--- src/rtl/gate_mux_bist_pkg.sv ---
// Shared types and constants for the gate-library stimulus/check engine.
package gate_mux_bist_pkg;

    // Sequencer states: wait for a request, hold a vector, compare the responses.
    typedef enum logic [1:0] {
        ST_IDLE   = 2'd0,
        ST_SETTLE = 2'd1,
        ST_CHECK  = 2'd2
    } bist_state_t;

    localparam int NUM_GATES = 7;
    localparam int NUM_VECS  = 4;

    // Bit positions of each gate inside resp / fail_mask.
    localparam int AND_IDX  = 0;
    localparam int OR_IDX   = 1;
    localparam int NOR_IDX  = 2;
    localparam int NAND_IDX = 3;
    localparam int NOT_IDX  = 4;
    localparam int XOR_IDX  = 5;
    localparam int XNOR_IDX = 6;

    // {A,B} of the final vector in the sweep.
    localparam logic [1:0] LAST_VEC = 2'(NUM_VECS - 1);

endpackage : gate_mux_bist_pkg

--- src/rtl/gate_golden_model.sv ---
// Combinational reference outputs of the seven library gates for one {A,B} vector.
module gate_golden_model
    import gate_mux_bist_pkg::*;
(
    input  logic [1:0]           vec,
    output logic [NUM_GATES-1:0] expected
);

    logic a_s;
    logic b_s;

    // Evaluate every gate function for the vector, A being the MSB.
    always_comb begin
        expected           = {NUM_GATES{1'b0}};
        a_s                = vec[1];
        b_s                = vec[0];
        expected[AND_IDX]  = a_s & b_s;
        expected[OR_IDX]   = a_s | b_s;
        expected[NOR_IDX]  = ~(a_s | b_s);
        expected[NAND_IDX] = ~(a_s & b_s);
        expected[NOT_IDX]  = ~a_s;
        expected[XOR_IDX]  = a_s ^ b_s;
        expected[XNOR_IDX] = ~(a_s ^ b_s);
    end

endmodule : gate_golden_model

--- src/rtl/gate_mux_bist_param_chk.sv ---
// Elaboration-time legality check of the engine's parameters.
module gate_mux_bist_param_chk #(
    parameter int SETTLE_CYCLES = 2,
    parameter int ERR_W         = 3
) ();

    if (SETTLE_CYCLES < 1 || SETTLE_CYCLES > 15) begin : g_bad_settle
        $error("gate_mux_bist: SETTLE_CYCLES=%0d outside 1..15", SETTLE_CYCLES);
    end

    if (ERR_W < 1) begin : g_bad_err_w
        $error("gate_mux_bist: ERR_W=%0d must be at least 1", ERR_W);
    end

endmodule : gate_mux_bist_param_chk

--- src/rtl/gate_mux_bist.sv ---
// Sweeps A/B through 00,01,10,11, holds each vector SETTLE_CYCLES cycles, then
// compares the seven gate responses with the golden model and keeps a sticky summary.
module gate_mux_bist
    import gate_mux_bist_pkg::*;
#(
    parameter int SETTLE_CYCLES = 2,
    parameter int ERR_W         = 3
) (
    input  logic                 clk,
    input  logic                 rst,
    input  logic                 start,
    output logic                 A,
    output logic                 B,
    input  logic [NUM_GATES-1:0] resp,
    output logic                 busy,
    output logic                 done,
    output logic                 pass,
    output logic [NUM_GATES-1:0] fail_mask,
    output logic [ERR_W-1:0]     err_cnt,
    output logic                 first_fail_valid,
    output logic [1:0]           first_fail_vec
);

    localparam logic [3:0]       SETTLE_LOAD = 4'(SETTLE_CYCLES - 1);
    localparam logic [ERR_W-1:0] ERR_MAX     = {ERR_W{1'b1}};
    localparam logic [ERR_W-1:0] ERR_ONE     = ERR_W'(1);

    bist_state_t          state_r;
    logic [1:0]           vec_r;
    logic [1:0]           ab_r;
    logic [3:0]           settle_cnt_r;
    logic                 busy_r;
    logic                 done_r;
    logic                 pass_r;
    logic [NUM_GATES-1:0] fail_mask_r;
    logic [ERR_W-1:0]     err_cnt_r;
    logic                 ff_valid_r;
    logic [1:0]           ff_vec_r;

    logic [NUM_GATES-1:0] golden_s;
    logic [NUM_GATES-1:0] mism_s;
    logic [NUM_GATES-1:0] fail_next_s;
    logic                 any_mism_s;
    logic [ERR_W-1:0]     err_next_s;

    gate_mux_bist_param_chk #(
        .SETTLE_CYCLES (SETTLE_CYCLES),
        .ERR_W         (ERR_W)
    ) u_param_chk ();

    gate_golden_model u_golden (
        .vec      (vec_r),
        .expected (golden_s)
    );

    // Mismatch of the current vector and the accumulator values it would produce.
    always_comb begin
        mism_s      = resp ^ golden_s;
        fail_next_s = fail_mask_r | mism_s;
        any_mism_s  = |mism_s;
        if (any_mism_s && (err_cnt_r != ERR_MAX)) begin
            err_next_s = err_cnt_r + ERR_ONE;
        end else begin
            err_next_s = err_cnt_r;
        end
    end

    // Sequencer: vector/settle counters, stimulus drive and result accumulation.
    always_ff @(posedge clk) begin
        if (rst) begin
            state_r      <= ST_IDLE;
            vec_r        <= 2'd0;
            ab_r         <= 2'd0;
            settle_cnt_r <= 4'd0;
            busy_r       <= 1'b0;
            done_r       <= 1'b0;
            pass_r       <= 1'b0;
            fail_mask_r  <= {NUM_GATES{1'b0}};
            err_cnt_r    <= {ERR_W{1'b0}};
            ff_valid_r   <= 1'b0;
            ff_vec_r     <= 2'd0;
        end else begin
            case (state_r)
                ST_IDLE: begin
                    // Results stay visible here until a new run is requested.
                    if (start) begin
                        vec_r        <= 2'd0;
                        ab_r         <= 2'd0;
                        settle_cnt_r <= SETTLE_LOAD;
                        busy_r       <= 1'b1;
                        done_r       <= 1'b0;
                        pass_r       <= 1'b0;
                        fail_mask_r  <= {NUM_GATES{1'b0}};
                        err_cnt_r    <= {ERR_W{1'b0}};
                        ff_valid_r   <= 1'b0;
                        ff_vec_r     <= 2'd0;
                        state_r      <= ST_SETTLE;
                    end
                end
                ST_SETTLE: begin
                    // Counter loaded with SETTLE_CYCLES-1 so this state lasts SETTLE_CYCLES cycles.
                    if (settle_cnt_r == 4'd0) begin
                        state_r <= ST_CHECK;
                    end else begin
                        settle_cnt_r <= settle_cnt_r - 4'd1;
                    end
                end
                ST_CHECK: begin
                    fail_mask_r <= fail_next_s;
                    err_cnt_r   <= err_next_s;
                    if (any_mism_s && !ff_valid_r) begin
                        ff_valid_r <= 1'b1;
                        ff_vec_r   <= vec_r;
                    end
                    if (vec_r != LAST_VEC) begin
                        vec_r        <= vec_r + 2'd1;
                        ab_r         <= vec_r + 2'd1;
                        settle_cnt_r <= SETTLE_LOAD;
                        state_r      <= ST_SETTLE;
                    end else begin
                        vec_r   <= 2'd0;
                        ab_r    <= 2'd0;
                        busy_r  <= 1'b0;
                        done_r  <= 1'b1;
                        pass_r  <= (fail_next_s == {NUM_GATES{1'b0}});
                        state_r <= ST_IDLE;
                    end
                end
                default: begin
                    vec_r   <= 2'd0;
                    ab_r    <= 2'd0;
                    busy_r  <= 1'b0;
                    state_r <= ST_IDLE;
                end
            endcase
        end
    end

    assign A                = ab_r[1];
    assign B                = ab_r[0];
    assign busy             = busy_r;
    assign done             = done_r;
    assign pass             = pass_r;
    assign fail_mask        = fail_mask_r;
    assign err_cnt          = err_cnt_r;
    assign first_fail_valid = ff_valid_r;
    assign first_fail_vec   = ff_vec_r;

endmodule : gate_mux_bist

--- config.mk ---
export PLATFORM = sky130hd
export DESIGN_NAME = gate_mux_bist
export DESIGN_NICKNAME = d
export VERILOG_FILES = /design/src/rtl/gate_mux_bist_pkg.sv /design/src/rtl/gate_golden_model.sv /design/src/rtl/gate_mux_bist_param_chk.sv /design/src/rtl/gate_mux_bist.sv
export SDC_FILE = /design/constraint.sdc
export NUM_CORES = 1
export LEC_CHECK = 0
export CAP_MARGIN = 40
export CORE_MARGIN = 10
export CORE_UTILIZATION = 50
export DETAILED_ROUTE_END_ITERATION = 10
export PLACE_DENSITY = 0.81
export SLEW_MARGIN = 30
export SYNTH_ARGS = -nofsm -noshare
export SYNTH_HDL_FRONTEND = slang
export SYNTH_HIERARCHICAL = 1
export SYNTH_SLANG_ARGS = --single-unit
--- constraint.sdc ---
create_clock -name clk -period 5.8 [get_ports clk]
set_clock_uncertainty 0.15 [all_clocks]
set_input_delay 0.58 -clock clk [delete_from_list [all_inputs] [get_ports clk]]
set_output_delay 0.58 -clock clk [all_outputs]
set_load 0.01 [all_outputs]
==> summary.txt, run 1 <==
Clocking
  – Clock Sink Count: 24
  – TritonCTS Buffers: 3
  – Clock root cell: clkbuf_4
  – CTS max path bufs: 2
  – CTS tree: yes
  – Hold_buf cts: 0
  – Resized Gates After CTS: 0
  – H-tree Lvls: 1
  – Clock Pin Slew Worst Setup and Hold Paths: about 0.13 ns
  – Post-CTS Setup Bufs: 0
  – Clk_lat worst skew: a little over 0.3 ns

Die
  – Core Box Area: around 2300 um2
  – Die X-Extent: 69.12 um
  – Die height: 69.12 um
  – Initial Util: 53.50%
  – Die ar.: 4777 um2
  – Top Ports: 28
  – Std cell rows: 17

Drt
  – Starting DRT DRC Count: 55
  – Residual DRC: 0
  – WL/cell: 15.38 um
  – DRT antenna net count: 0
  – Vias post-DR: 1050
  – Via density: roughly 5.4
  – Initial DRT Pass Iterations: 4
  – WL final: 2.968 mm

STA
  – Final Max Slew Viols: 0
  – Final hold viol count: 0
  – Slew @ Worst Pin: 0.5835 ns
  – RSZ-0062 raised after global routing: no
  – Final Cycle Share: 39.00%
  – Fmax: 0.4421 GHz
  – Setup violations, final: 0
  – Setup TNS: 0 ns
  – Min Tclk post-route: 2.262 ns
  – Slew Limit Headroom: 60.96%

GRT
  – First-pass GRT wire length: just over 5 mm
  – Global-route usage over all layers: between 10% and 20%
  – Vias in the first global route: a little over 1000
  – Largest net degree at the start of global routing: 27
  – Initial antenna violation count: 0
  – Total grt overflow: 0

Placement
  – I/O Buffers: 27
  – Global placer's final weighted congestion: 0.7448
  – # placed instances: 188
  – HPWL Detailed: 2.127 mm

Yosys
  – Largest cells by area after synthesis: dfxtp_1 40%, ha_1 9.3%, nor2_1 7.5%
  – Synth Flop Type: dfxtp_1
  – Largest area contributor in the netlist: dfxtp_1
  – Synthesized netlist cell count: 137
  – Yosys Warn Count: 6
  – Post-Syn Area: 1206 um2
  – Avg Synthesized Cell Area: 8.804 um2
  – Number of synthesized flops with an enable pin: 0
  – Distinct cells, synth: 28
  – Yosys top cell area share: 39.83%
  – Yosys reg bits: 24
  – Synth cell count leaders: 24 x dfxtp_1, 24 x nor2_1, 13 x a21oi_1
  – Post-synthesis sequential area ratio: 39.83%
  – FFs w/ async S/R, synth: 0%
  – Synthesized Nets: 156

Layout
  – P&R area growth vs syn: 29.36%
  – Ant. Diodes: 0
  – Fill cell count: 196
  – Layout cells sized above 1: 7.273%
  – Final #Nets: 185
  – Post-layout instance count excluding filler cells: 193

Job
  – Max-Cap Viols: 0

Worst setup path
  – Critical Path Max Stage Delay: a little over 0.5 ns
  – Crit-path cells: inv_1 -> ha_1 -> inv_1 -> xnor2_1 -> nand4_4 -> o21ai_4 -> mux2i_1 -> nor2_1
  – WP buf/inv: 2
  – CP required: 5.87 ns
  – CP Class: flip-flop to flip-flop
  – CP Capture Type: flip-flop
  – CP dominant cell by count: inv_1
  – Critical Path Fanout Max: 7
  – Crit start category: flip-flop
  – Worst endpoint data arrival time: between 2 and 2.5 ns
  – Family with the most delay on the worst path: flip-flops
  – Worst path slowest cell: dfxtp_1

Pwr
  – Max rail drop VDD: 211.4 uV
  – Leak: 0.6029 nW
  – PwrDens: 261.4 nW/um2

Min path
  – Worst hold path class: flip-flop to flip-flop

Outcome
  – Status: finished, final reports clean
-- routing by layer --
metal  vias to the layer above  share of wire (%)  track usage, %  wire, um
li1                        525                  -               -         -
met1                       490                 44           14.35      1320
met2                        29                 47           19.25      1404
met3                         6                6.7           3.994       199
met4                         0                1.4           4.878        43
met5                         -                  0               0         0
-- state kept, by name, indices dropped and copies added (netlist names) --
signal            flops
first_fail_valid      1
settle_cnt_r          4
err_cnt               3
fail_mask             7
busy                  1
first_fail_vec        2
ab_r                  2
done                  1
state_r               2
pass                  1
-- layout by cell type (no fill, tap or decap) --
| cell | count |
|---|---|
| a211oi_1 | 2 |
| a21oi_1 | 13 |
| a22oi_1 | 4 |
| and2_1 | 1 |
| buf_6 | 1 |
| bufinv_16 | 1 |
| clkbuf_4 | 3 |
| clkdlybuf4s50_1 | 27 |
| dfxtp_1 | 24 |
| ha_1 | 9 |
| inv_1 | 9 |
| mux2i_1 | 1 |
| nand2_1 | 4 |
| nand2b_1 | 5 |
| nand3_1 | 2 |
| nand3_2 | 1 |
| nand3b_1 | 2 |
| nand4_4 | 1 |
| nand4b_1 | 4 |
| nor2_1 | 24 |
| nor2b_1 | 1 |
| nor3_1 | 3 |
| nor4_1 | 2 |
| o211ai_1 | 1 |
| o21ai_1 | 5 |
| o21ai_4 | 2 |
| o41ai_1 | 1 |
| or2_2 | 2 |
| or3_4 | 1 |
| xnor2_1 | 4 |
| xor2_1 | 5 |
-- logic make-up (layout without fill, tap and decap cells) --
kind of cell             Yosys count  count (layout)  synth area share (%)
AND/OR/NAND/NOR                   53              53                 24.17
adder cells (fa/ha/maj)            9               9                 9.336
multiplexers                       1               1                0.8299
XOR/XNOR                           9               9                 6.535
buffers and inverters             13              41                 4.045
AO/OA/AOI/OAI                     28              28                 15.25
flip-flops                        24              24                 39.83
-- where the power goes --
part,internal [mW],switching (mW)
sequential,0.177,0.0120
clock,0.0699,0.0508
combinational,0.0423,0.0558
-- through the flow --
step	total power, mW	hold slack (ns)	util [%]	setup WS [ns]	instance area (um2)
finish	0.4079	0.3399	69.20	3.538	1560
global route	0.4303	0.3696	69.20	3.376	1560
floorplan	0.2566	0.3110	-	3.721	1206
detailed placement	0.2872	0.3266	66.37	3.413	1496
CTS	0.4073	0.3501	68.70	3.516	1549
global placement	0.2835	0.3041	66.37	3.491	1496
-- worst min-delay path: stages (launching register included) --
cell	delay [ns]
dfxtp_1	0.34
nand2_1	0.05
a21oi_1	0.06
-- final cells by class --
class | count | area [um2] | share of cell area [%]
multi-input cells | 100 | 676.9 | 43.38
flip-flops and latches | 24 | 480.5 | 30.79
repair buffers | 28 | 281.5 | 18.04
well taps | 28 | 35.03 | 2.245
inverters | 9 | 33.78 | 2.165
clock inverters | 1 | 30.03 | 1.925
clock buffers | 3 | 22.52 | 1.443
-- path summary, 6_finish.rpt --
check	from	endpoint	slack, ns	cells after the start
setup reg to reg	ab_r[1]	first_fail_vec[0]	3.54	8
setup / recovery	ab_r[1]	first_fail_vec[0]	3.54	8
hold / removal	done	done	0.34	2
hold reg to reg	done	done	0.34	2
(Power assumes the default switching activity.)
==> inputs of run 2 (changes only) <==
CORE_ASPECT_RATIO = 0.5   (was not set)
CORE_UTILIZATION = 44   (was 50)
PLACE_DENSITY = 0.76   (was 0.81)
clock period = 1.9 ns   (was 5.8 ns; I/O delays follow)
==> run 2 against run 1 <==
First-iteration DRC count fell by 31%; worst setup slack got worse by 3.5 ns; wire length rose by 0.74%; final area rose by 8.4%; combinational power rose to 3.4 times the previous value; total power rose to 3.0 times the previous value; hold slack got worse by 0.029 ns; critical endpoint unchanged.
==> summary.txt, run 2 (synthesis gave the netlist of run 1 again) <==
Worst setup path
  – Worst Setup EP: first_fail_vec[0]
  – R2R Setup Slk: 0.02 ns (-3.52 ns)
  – Worst endpoint data arrival time: 1.89 ns (-0.45 ns)
  – CP required: 1.91 ns (-3.96 ns)
  – Reg2reg start: ab_r[1]
  – CP Class: flip-flop to flip-flop
  – Crit start category: flip-flop
  – Reg-to-reg endpoint: first_fail_vec[0]
  – CP startpoint: ab_r[1]
  – R2R cell count: 8 (unchanged)
  – Critical Path Fanout Max: 5 (-2)
  – CP Capture Type: flip-flop

Clocking
  – Clock root cell: clkbuf_8
  – Clk_lat worst skew: 0.26 ns (-0.05 ns)
  – TritonCTS Buffers: 3 (unchanged)
  – Clock Sink Count: 24 (unchanged)
  – Clock Pin Slew Worst Setup and Hold Paths: 0.08 ns (-0.05 ns)
  – H-tree Lvls: 1 (unchanged)
  – CTS tree: yes
  – CTS max path bufs: 2 (unchanged)

Layout
  – Register area: 488.0 um2 (+1.6%)
  – Largest register FFs: 7 (unchanged)
  – P&R area growth vs syn: 40.25%
  – Fill cell count: 219 (+12%)
  – Footprint of the multi-input gates: 721.9 um2 (+6.7%)
  – Most common cell after layout, fill and taps aside: clkdlybuf4s50_1
  – Ant. Diodes: 0 (unchanged)
  – Layout cells sized above 1: 16.67% (+9.4 points)
  – Final Cell Area: 1692 um2 (+8.4%)
  – Most frequent cells in the layout: 27 x clkdlybuf4s50_1, 24 x nor2_1, 22 x dfxtp_1
  – Final #Nets: 194 (+4.9%)

Placement
  – DP Area: 1608 um2 (+7.4%)
  – Global placer's final weighted congestion: 0.8172 (+9.7%)
  – HPWL Detailed: 2.329 mm (+9.5%)
  – I/O Buffers: 27 (unchanged)

Pwr
  – Power Total: 1.215 mW (+200%)
  – Max rail drop VDD: 391.5 uV (+85%)
  – PwrDens: 718.2 nW/um2 (+170%)
  – Leak: 0.6616 nW (+9.7%)

Die
  – Core Box Area: 2603 um2 (+15%)
  – Die ar.: 5362 um2 (+12%)
  – Std cell rows: 13 (-4)
  – Die X-Extent: 94.05 um (+36%)
  – Die height: 57.02 um (-17%)
  – Top Ports: 28 (unchanged)
  – Initial Util: 46.35% (-7.1 points)

STA
  – Setup TNS: 0 ns (unchanged)
  – Setup violations, final: 0 (unchanged)
  – Final Cycle Share: 98.90% (+60 points)
  – Fmax: 0.5322 GHz (+20%)
  – Slew @ Worst Pin: 0.3969 ns (-0.1866 ns)
  – Min Tclk post-route: 1.879 ns (-0.3827 ns)
  – Final Max Slew Viols: 0 (unchanged)
  – Final hold viol count: 0 (unchanged)
  – RSZ-0062 raised after global routing: yes
  – Fin Hold WS: 0.3113 ns (-0.02855 ns)
  – Slew Limit Headroom: 73.30% (+12 points)

Job
  – Max-Cap Viols: 0 (unchanged)

Drt
  – Starting DRT DRC Count: 38 (-31%)
  – Via density: 5.175 (-4.9%)
  – Initial DRT Pass Iterations: 4 (unchanged)
  – WL/cell: 14.17 um (-7.9%)
  – Residual DRC: 0 (unchanged)
  – WL final: 2.990 mm (+0.74%)
  – Vias post-DR: 1092 (+4.0%)
  – DRT antenna net count: 0 (unchanged)

GRT
  – Largest net degree at the start of global routing: 14 (-48%)
  – Initial antenna violation count: 0 (unchanged)
  – Vias in the first global route: 1048 (+1.5%)
  – Global-route usage over all layers: 11.22% (-0.85 points)
  – Total grt overflow: 0 (unchanged)
  – First-pass GRT wire length: 4.981 mm (-1.1%)

Outcome
  – Status: finished, final reports clean

Min path
  – Worst hold path class: flip-flop to flip-flop
-- run 2: cell types whose count changed in the layout (fill, tap and decap cells not counted), sizes merged --
cell	before	now
clkbuf	3	4
buf	1	10
bufinv	1	0
-- run 2: timing repair --
action,CTS,global route
gates resized for setup,2,8
endpoints found under the setup margin,3,7
setup buffers,0,1
pin swaps,4,8
hold buffers,0,0
-- run 2: metrics by stage --
step | worst slack, ns | instances | util [%]
4_1_cts | 0.006432 | 210 | 63.61
5_1_grt | -0.09006 | 211 | 65.00
3_3_place_gp | 0.03729 | 206 | 61.78
6_report | 0.02088 | 211 | 65.00
2_1_floorplan | 0.01117 | 137 | -
3_5_place_dp | -0.01437 | 206 | 61.78
-- run 2: metal layers --
layer / GRT usage, % / part of all wire (%) / wire length (um) / vias up
li1: - / - / - / 540
met1: 12.76 / 41 / 1228 / 516
met2: 19.59 / 50 / 1499 / 28
met3: 3.911 / 7.5 / 225 / 8
met4: 3.011 / 1.2 / 37 / 0
met5: 0 / 0 / 0 / -
-- run 2: report_power, final --
part           internal (mW)  leakage (nW)  total (mW)  switching [mW]
sequential             0.539         0.196       0.575          0.0360
combinational          0.160         0.442       0.334           0.175
clock                  0.150        0.0228       0.306           0.156
total                  0.848         0.662        1.21           0.367
-- run 2: worst max-delay path, cell delays in order (launching register included) --
cell     delay [ns]
dfxtp_4        0.39
inv_4          0.05
ha_4           0.28
inv_4          0.05
xnor2_4        0.20
nand4_4        0.17
o21ai_4        0.22
mux2i_1        0.20
nor2_1         0.06
-- run 2: worst min path at each step --
| stage | start | slack (ns) | endpoint | depth (start not counted) |
|---|---|---|---|---|
| final | done | 0.31 | done | 2 |
| after global routing | done | 0.34 | done | 2 |
| after CTS | done | 0.32 | done | 2 |
| after detailed placement | done | 0.31 | done | 2 |
| after global placement | done | 0.30 | done | 2 |
| after floorplan | rst | 0.14 | err_cnt[0] | 1 |
-- run 2: final cells by class --
type	count	area share (%)
clock buffer	4	2.663
inverter	9	2.441
multi-input combinational	100	42.68
sequential	24	28.85
tap	37	2.737
timing repair buffer	37	20.64
==> inputs of run 3 (changes only) <==
CAP_MARGIN = not set   (was 40)
==> results of run 3 <==
The final DEF is identical to that of run 2; final timing and power are the same.
